$ cat src/rtl/hazard_ctrl.sv
// Hazard controller for the five-stage core: tracks E/M/W destinations
// and latencies, raising the D-stage stall and per-stage forward selects.
module hazard_ctrl #(
  parameter int CNT_W = 32
) (
  input  logic             clk,
  input  logic             reset,
  input  logic [4:0]       D_A1,
  input  logic [4:0]       D_A2,
  input  logic [1:0]       D_Tuse1,
  input  logic [1:0]       D_Tuse2,
  input  logic [4:0]       D_A3,
  input  logic [1:0]       D_Tnew,
  output logic             stall,
  output logic [1:0]       D_fwd1,
  output logic [1:0]       D_fwd2,
  output logic [1:0]       E_fwd1,
  output logic [1:0]       E_fwd2,
  output logic [1:0]       M_fwd2,
  output logic [CNT_W-1:0] stall_cnt
);

  localparam logic [1:0] SEL_NONE = 2'd0;
  localparam logic [1:0] SEL_E    = 2'd1;
  localparam logic [1:0] SEL_M    = 2'd2;
  localparam logic [1:0] SEL_W    = 2'd3;

  logic [4:0]       e_a1_q, e_a1_d;
  logic [4:0]       e_a2_q, e_a2_d;
  logic [4:0]       e_a3_q, e_a3_d;
  logic [1:0]       e_tnew_q, e_tnew_d;
  logic [4:0]       m_a2_q, m_a2_d;
  logic [4:0]       m_a3_q, m_a3_d;
  logic [1:0]       m_tnew_q, m_tnew_d;
  logic [4:0]       w_a3_q, w_a3_d;
  logic [1:0]       w_tnew_q, w_tnew_d;
  logic [CNT_W-1:0] cnt_q, cnt_d;

  logic stall_rs;
  logic stall_rt;

  function automatic logic [1:0] dec_sat(input logic [1:0] t);
    return (t == 2'd0) ? 2'd0 : t - 2'd1;
  endfunction

  function automatic logic src_ok(
    input logic [4:0] a,
    input logic [4:0] a3,
    input logic [1:0] tnew
  );
    return (a != 5'd0) && (a3 == a) && (tnew == 2'd0);
  endfunction

  function automatic logic need_stall(
    input logic [4:0] a,
    input logic [1:0] tuse,
    input logic [4:0] a3,
    input logic [1:0] tnew
  );
    return (a != 5'd0) && (a3 == a) && (tuse < tnew);
  endfunction

  // Only E and M can still owe a result; W latency is always zero.
  always_comb begin
    stall_rs = need_stall(D_A1, D_Tuse1, e_a3_q, e_tnew_q)
             | need_stall(D_A1, D_Tuse1, m_a3_q, m_tnew_q);
    stall_rt = need_stall(D_A2, D_Tuse2, e_a3_q, e_tnew_q)
             | need_stall(D_A2, D_Tuse2, m_a3_q, m_tnew_q);
    stall    = stall_rs | stall_rt;
  end

  always_comb begin
    D_fwd1 = SEL_NONE;
    if (src_ok(D_A1, e_a3_q, e_tnew_q))
      D_fwd1 = SEL_E;
    else if (src_ok(D_A1, m_a3_q, m_tnew_q))
      D_fwd1 = SEL_M;
    else if (src_ok(D_A1, w_a3_q, w_tnew_q))
      D_fwd1 = SEL_W;
  end

  always_comb begin
    D_fwd2 = SEL_NONE;
    if (src_ok(D_A2, e_a3_q, e_tnew_q))
      D_fwd2 = SEL_E;
    else if (src_ok(D_A2, m_a3_q, m_tnew_q))
      D_fwd2 = SEL_M;
    else if (src_ok(D_A2, w_a3_q, w_tnew_q))
      D_fwd2 = SEL_W;
  end

  always_comb begin
    E_fwd1 = SEL_NONE;
    if (src_ok(e_a1_q, m_a3_q, m_tnew_q))
      E_fwd1 = SEL_M;
    else if (src_ok(e_a1_q, w_a3_q, w_tnew_q))
      E_fwd1 = SEL_W;
  end

  always_comb begin
    E_fwd2 = SEL_NONE;
    if (src_ok(e_a2_q, m_a3_q, m_tnew_q))
      E_fwd2 = SEL_M;
    else if (src_ok(e_a2_q, w_a3_q, w_tnew_q))
      E_fwd2 = SEL_W;
  end

  always_comb begin
    M_fwd2 = SEL_NONE;
    if (src_ok(m_a2_q, w_a3_q, w_tnew_q))
      M_fwd2 = SEL_W;
  end

  // A stall turns the E slot into a bubble while M and W keep draining.
  always_comb begin
    e_a1_d   = D_A1;
    e_a2_d   = D_A2;
    e_a3_d   = D_A3;
    e_tnew_d = dec_sat(D_Tnew);
    if (stall) begin
      e_a1_d   = 5'd0;
      e_a2_d   = 5'd0;
      e_a3_d   = 5'd0;
      e_tnew_d = 2'd0;
    end
    m_a2_d   = e_a2_q;
    m_a3_d   = e_a3_q;
    m_tnew_d = dec_sat(e_tnew_q);
    w_a3_d   = m_a3_q;
    w_tnew_d = dec_sat(m_tnew_q);
  end

  always_comb begin
    cnt_d = cnt_q;
    if (stall && (cnt_q != {CNT_W{1'b1}}))
      cnt_d = cnt_q + CNT_W'(1);
  end

  always_ff @(posedge clk) begin
    if (reset) begin
      e_a1_q   <= 5'd0;
      e_a2_q   <= 5'd0;
      e_a3_q   <= 5'd0;
      e_tnew_q <= 2'd0;
      m_a2_q   <= 5'd0;
      m_a3_q   <= 5'd0;
      m_tnew_q <= 2'd0;
      w_a3_q   <= 5'd0;
      w_tnew_q <= 2'd0;
      cnt_q    <= '0;
    end else begin
      e_a1_q   <= e_a1_d;
      e_a2_q   <= e_a2_d;
      e_a3_q   <= e_a3_d;
      e_tnew_q <= e_tnew_d;
      m_a2_q   <= m_a2_d;
      m_a3_q   <= m_a3_d;
      m_tnew_q <= m_tnew_d;
      w_a3_q   <= w_a3_d;
      w_tnew_q <= w_tnew_d;
      cnt_q    <= cnt_d;
    end
  end

  assign stall_cnt = cnt_q;

endmodule

$ cat config.mk
export PLATFORM = sky130hd
export DESIGN_NAME = hazard_ctrl
export DESIGN_NICKNAME = d
export VERILOG_FILES = /design/src/rtl/hazard_ctrl.sv
export SDC_FILE = /design/constraint.sdc
export NUM_CORES = 1
export LEC_CHECK = 0
export CELL_PAD_IN_SITES_DETAIL_PLACEMENT = 0
export CELL_PAD_IN_SITES_GLOBAL_PLACEMENT = 1
export CORE_ASPECT_RATIO = 0.6
export CORE_MARGIN = 2
export CORE_UTILIZATION = 39
export DETAILED_ROUTE_END_ITERATION = 8
export PLACE_DENSITY = 0.88
export SYNTH_ARGS = -nofsm -noshare
export SYNTH_HDL_FRONTEND = slang
export SYNTH_SLANG_ARGS = --single-unit
$ cat constraint.sdc
create_clock -name clk -period 3.65 [get_ports clk]
set_clock_uncertainty 0.1 [all_clocks]
set_input_delay 0.73 -clock clk [delete_from_list [all_inputs] [get_ports clk]]
set_output_delay 0.73 -clock clk [all_outputs]
set_load 0.02 [all_outputs]
==> impl_results.md, run 1 <==
* First-pass GRT wire length at 15.9 mm
* Initial antenna violation count at 0
* Compound-Gate Fraction of Synth Area at 10.2%
* Ys flop type: dfxtp_1
* ANT cells at 0
* Syn. warnings at 0
* Post-synthesis cell area at 3660 um^2
* Post-synthesis sequential area ratio at 37.2%
* GP Congestion at 0.854
* CP Max Fanout at 3
* Die X at 129 um
* Synth Area in Adders at 2.74%
* Synth async-reset ratio at 0%
* Layout cells sized above 1 at 8.15%
* Power density cells at 387 nW/um^2
* Final Cycle Share at 100%
* Hold-fix buffers at CTS at 0
* R2R Setup Slk at 860 ps
* Slew Limit Fails at 0
* Post-Synth Simple-Gate Area at 30.0%
* Status: finished with violations
* Routed WL per cell at 16.0 um
* Final hold vios at 0
* Row Count at 27
* DP HPWL at 7.25 mm
* DRC at 0
* Via Count at 3,280
* Via/cell ratio at 5.28
* CTS clock-pin slew for the worst setup and hold paths at 50 ps
* Port Buffer Count at 65
* P_leak at 1.65 nW
* CTS tree: yes
* Internal power at 1.36 mW
* Crit path capture type: output port
* Die Y at 79.0 um
* Routed wire length at 9.92 mm
* Commonest cells after routing, fill and taps aside: dfxtp_1 (68), clkdlybuf4s50_1 (59), xnor2_1 (47), a21oi_1 (29), nor2b_1 (22)
* Max Cap Viol at 0
* Sequential power share at 43.6%
* Nets at 517
* Top-Level Pins at 66
* Hold crit path type: reg2reg
* Clk sink count at 68
* Worst-Skew Late Latency at 330 ps
* EDFF count, synth at 0
* Synth Register Bits at 68
* RSZ-0062 raised after global routing: yes
* Net Sw Frac at 25.4%
* Switch Pwr at 0.464 mW
* Layout fillers at 880
* Vias in the first global route at 3,139
* Syn_area_per_cell at 8.56 um^2
* Synth Net Count at 458
* Die area at 10,200 um^2
* Grt total ovfl at 0
* VDD IR max at 0.195 mV
* Worst slew margin at 61.3%
* Slew @ Worst Pin at 572 ps
* First-pass DRT Iterations at 4
* Total GRT Usage at 20.4%
* Count of cell types in the netlist at 39
* Routed Antenna Nets at 0
* Mapped Cells at 427
* Starting DRT DRC Count at 270
* Most common cell after layout, fill and taps aside: dfxtp_1
* XOR/XNOR Fraction of Synth Area at 12.9%
* Area of the core at 9160 um^2
* Tmin final at 3650 ps
* Clock buffer depth at 2
* Largest net degree at the start of global routing at 60
* Crit Path Class: in2out
* Setup crit start kind: input port
* Max Freq at 274 MHz
* Total CTS buffers at 9
* Largest family of logic cells by synthesized area: simple AND/OR/NAND/NOR gates
* Final worst setup slack at -1.83 ps
* Final Setup Violations at 1
* Comb pwr share at 13.4%
* WHS at 319 ps
* Failing checks: negative setup slack
* Area Overhead vs Synth at 29.2%
* Post-synthesis mux area share at 1.85%
* # H-tree levels at 3
* Root Buffer: clkbuf_16
* Clock power frac at 43.0%
* Initial Util at 39.9%
* Critical Path RT at 2820 ps
* Pwr Total at 1.83 mW
* Post-Place Worst Slack at -222 ps
* Critical Path AT at 2820 ps
-- power groups by stage --
stage               clock, mW  sequential (mW)  combinational, mW
detailed placement          0            0.812              0.246
global route            0.843            0.800              0.270
finish                  0.786            0.797              0.246
CTS                     0.804            0.796              0.247
floorplan                   0            0.795              0.161
global placement            0            0.811              0.240
-- stage by stage --
stage                     area (um^2)  cells  util (%)  setup TNS, ps
final                            4720    621      51.6          -1.83
after global routing             4720    621      51.6          -78.5
after CTS                        4720    621      51.5          -19.1
after detailed placement         4450    605      48.6           -554
after global placement           4450    605      48.6           -508
after floorplan                  3660    427         -              0
-- flip-flops by register name (all words and copies together), names as in the netlist --
signal and count:
w_a3_q 5, m_a3_q 5, e_a1_q 5, m_tnew_q 2, stall_cnt 32, e_tnew_q 2
w_tnew_q 2, e_a2_q 5, m_a2_q 5, e_a3_q 5
-- synthesized netlist by cell type, types with 2 or more instances --
master	n	share of area [%]
a21o_1	2	0.41
a21oi_1	29	4.0
and2_1	18	3.1
and3_1	5	0.86
and4_1	6	1.4
buf_1	2	0.21
buf_2	6	0.82
buf_4	2	0.41
clkbuf_1	22	2.3
dfxtp_1	68	37
ha_1	8	2.7
inv_1	8	0.82
mux2_1	6	1.8
nand2_1	13	1.3
nand3_1	18	2.5
nand4_1	20	3.4
nor2_1	14	1.4
nor2b_1	22	3.8
nor3_1	13	1.8
nor4_1	11	1.9
nor4b_1	4	0.96
o211ai_1	2	0.41
o211ai_2	2	0.68
o21ai_0	18	2.5
o21ai_1	6	0.82
o31ai_1	7	1.4
or2_2	2	0.34
or3_1	19	3.3
or4_1	12	2.5
xnor2_1	47	11
xor2_1	7	1.7
-- kinds of logic after synthesis --
kind of cell    after synthesis
compound gates               66
xor+xnor                     54
fa+ha+maj                     8
buf+inv                      43
flops                        68
mux                           6
simple gates                182
-- metal layers --
layer,vias to the layer above,global-route usage (%),share of wire (%)
met2,81,28.4,41
met4,0,5.43,0.83
met1,1553,30.5,51
li1,1638,-,-
met5,-,0,0
met3,8,5.46,6.3
-- area by class of cell --
class,count,area (um^2),area share (%)
Clock inverter,5,27.5,0.583
Clock buffer,11,243,5.14
Inverter,9,33.8,0.715
Timing Repair Buffer,82,785,16.6
Multi-Input combinational cell,316,2110,44.7
Sequential cell,68,1360,28.8
Tap cell,130,163,3.44
-- worst paths after layout --
check | endpoint | from | cells after the start
max reg2reg | stall_cnt[19] | m_a3_q[0] | 7
min reg2reg | w_tnew_q[0] | m_tnew_q[0] | 1
max | stall | D_A1[1] | 7
min | w_tnew_q[0] | m_tnew_q[0] | 1
-- critical path, cell delays in order --
cell and delay (ps):
clkdlybuf4s50_1 420, or4_1 600, o211ai_1 260, nor4b_1 130
nor4_4 290, inv_2 70, dlygate4sd2_1 330
-- repair_timing --
action	CTS	global route
pin swaps	0	2
setup endpoints to repair	4	3
buffers inserted	0	0
resized for setup	4	2
No activity file was read; power rests on OpenSTA's default activity.
==> inputs of run 2 (changes only) <==
- CTS_CLUSTER_SIZE: not set -> 10
- HOLD_SLACK_MARGIN: not set -> 0.12
- PLACE_DENSITY: 0.88 -> 0.76
==> impl_results.md, run 2 (synthesis gave the netlist of run 1 again) <==
* Worst slew margin at 58.4%
* Via Count at 3,288
* Clock buffer depth at 2
* VDD IR max at 0.275 mV
* Initial antenna violation count at 0
* Die Y at 79.0 um
* Routed Antenna Nets at 0
* WHS at 321 ps
* Setup crit start kind: input port
* Slew Limit Fails at 0
* DP HPWL at 7.33 mm
* Tmin final at 3520 ps
* CP Max Fanout at 3
* Port Buffer Count at 65
* Die area at 10,200 um^2
* Pwr Total at 1.91 mW
* # H-tree levels at 3
* Nets at 517
* Critical Path AT at 2690 ps
* Power density cells at 401 nW/um^2
* Total CTS buffers at 9
* DRC at 0
* Area Overhead vs Synth at 30.0%
* Critical Path RT at 2820 ps
* Layout cells sized above 1 at 8.76%
* Root Buffer: clkbuf_16
* Area of the core at 9160 um^2
* Routed WL per cell at 15.6 um
* CTS clock-pin slew for the worst setup and hold paths at 60 ps
* Worst-Skew Late Latency at 330 ps
* CTS tree: yes
* Status: finished clean
* Post-Layout Cell Count at 621
* GP Congestion at 0.915
* Largest net degree at the start of global routing at 60
* Post-CTS Setup Bufs at 0
* ANT cells at 0
* Hold-fix buffers at CTS at 0
* First-pass GRT wire length at 16.0 mm
* Starting DRT DRC Count at 244
* Final hold vios at 0
* Routed wire length at 9.69 mm
* First-pass DRT Iterations at 4
* Clk sink count at 68
* RSZ-0062 raised after global routing: no
* Grt total ovfl at 0
* Top-Level Pins at 66
* TNS Setup at 0 ps
* P_leak at 1.65 nW
* Total GRT Usage at 20.3%
* Max Freq at 284 MHz
* Hold crit path type: reg2reg
* Max Cap Viol at 0
* Vias in the first global route at 3,150
* Final Cycle Share at 96.4%
* Die X at 129 um
* Most common cell after layout, fill and taps aside: dfxtp_1
* Initial Util at 39.9%
* Row Count at 27
* Commonest cells after routing, fill and taps aside: dfxtp_1 (68), clkdlybuf4s50_1 (59), xnor2_1 (47), a21oi_1 (29), nor2b_1 (22)
* DP Cell Count at 605
* Crit Path Class: in2out
* Via/cell ratio at 5.29
* Slew @ Worst Pin at 615 ps
* Crit path capture type: output port
* Number of flip-flops in the largest register at 32
* Final Setup Violations at 0
## run 2: power by group
part | switching [mW] | total (mW) | internal [mW]
clock | 0.332 | 0.863 | 0.530
sequential | 0.0305 | 0.796 | 0.766
combinational | 0.121 | 0.247 | 0.127
## run 2: path summary, 6_finish.rpt
check | startpoint | end | slack, ps | cells past startpoint
setup / recovery | D_A1[1] | stall | 130 | 7
hold / removal | m_tnew_q[0] | w_tnew_q[0] | 320 | 1
setup reg to reg | m_a3_q[0] | stall_cnt[19] | 770 | 7
hold reg to reg | m_tnew_q[0] | w_tnew_q[0] | 320 | 1
## run 2: final cells by class
class                   instances  area [um^2]
repair buffers                 82          779
inverters                       9         33.8
fillers                       907         4400
multi-input cells             316         2110
flip-flops and latches         68         1360
well taps                     130          163
clock buffers                   9          225
clock inverters                 7         76.3
## run 2: layer usage
| metal | global-route usage (%) | wire, um | vias to the layer above |
|---|---|---|---|
| met1 | 30.7 | 5270 | 1553 |
| li1 | - | - | 1638 |
| met4 | 5.33 | 87 | 0 |
| met3 | 4.99 | 525 | 7 |
| met2 | 28.2 | 3810 | 90 |
| met5 | 0 | 0 | - |
## run 2: what timing repair did
item,in CTS,in global routing
hold endpoints to repair,0,0
setup endpoints to repair,4,2
pin swaps,0,2
resized for setup,4,4
## run 2: critical path, cell delays in order
cell	delay [ps]
clkdlybuf4s50_1	420
or4_4	560
o211ai_1	250
nor4b_1	130
nor4_4	340
inv_2	90
clkbuf_2	170
## run 2: stage by stage
step	setup WS, ps	area [um^2]	utilization (%)
floorplan	547	3660	-
global placement	-259	4450	48.6
detailed placement	-243	4450	48.6
CTS	-39.3	4750	51.9
global route	29.9	4750	51.9
finish	133	4750	51.9
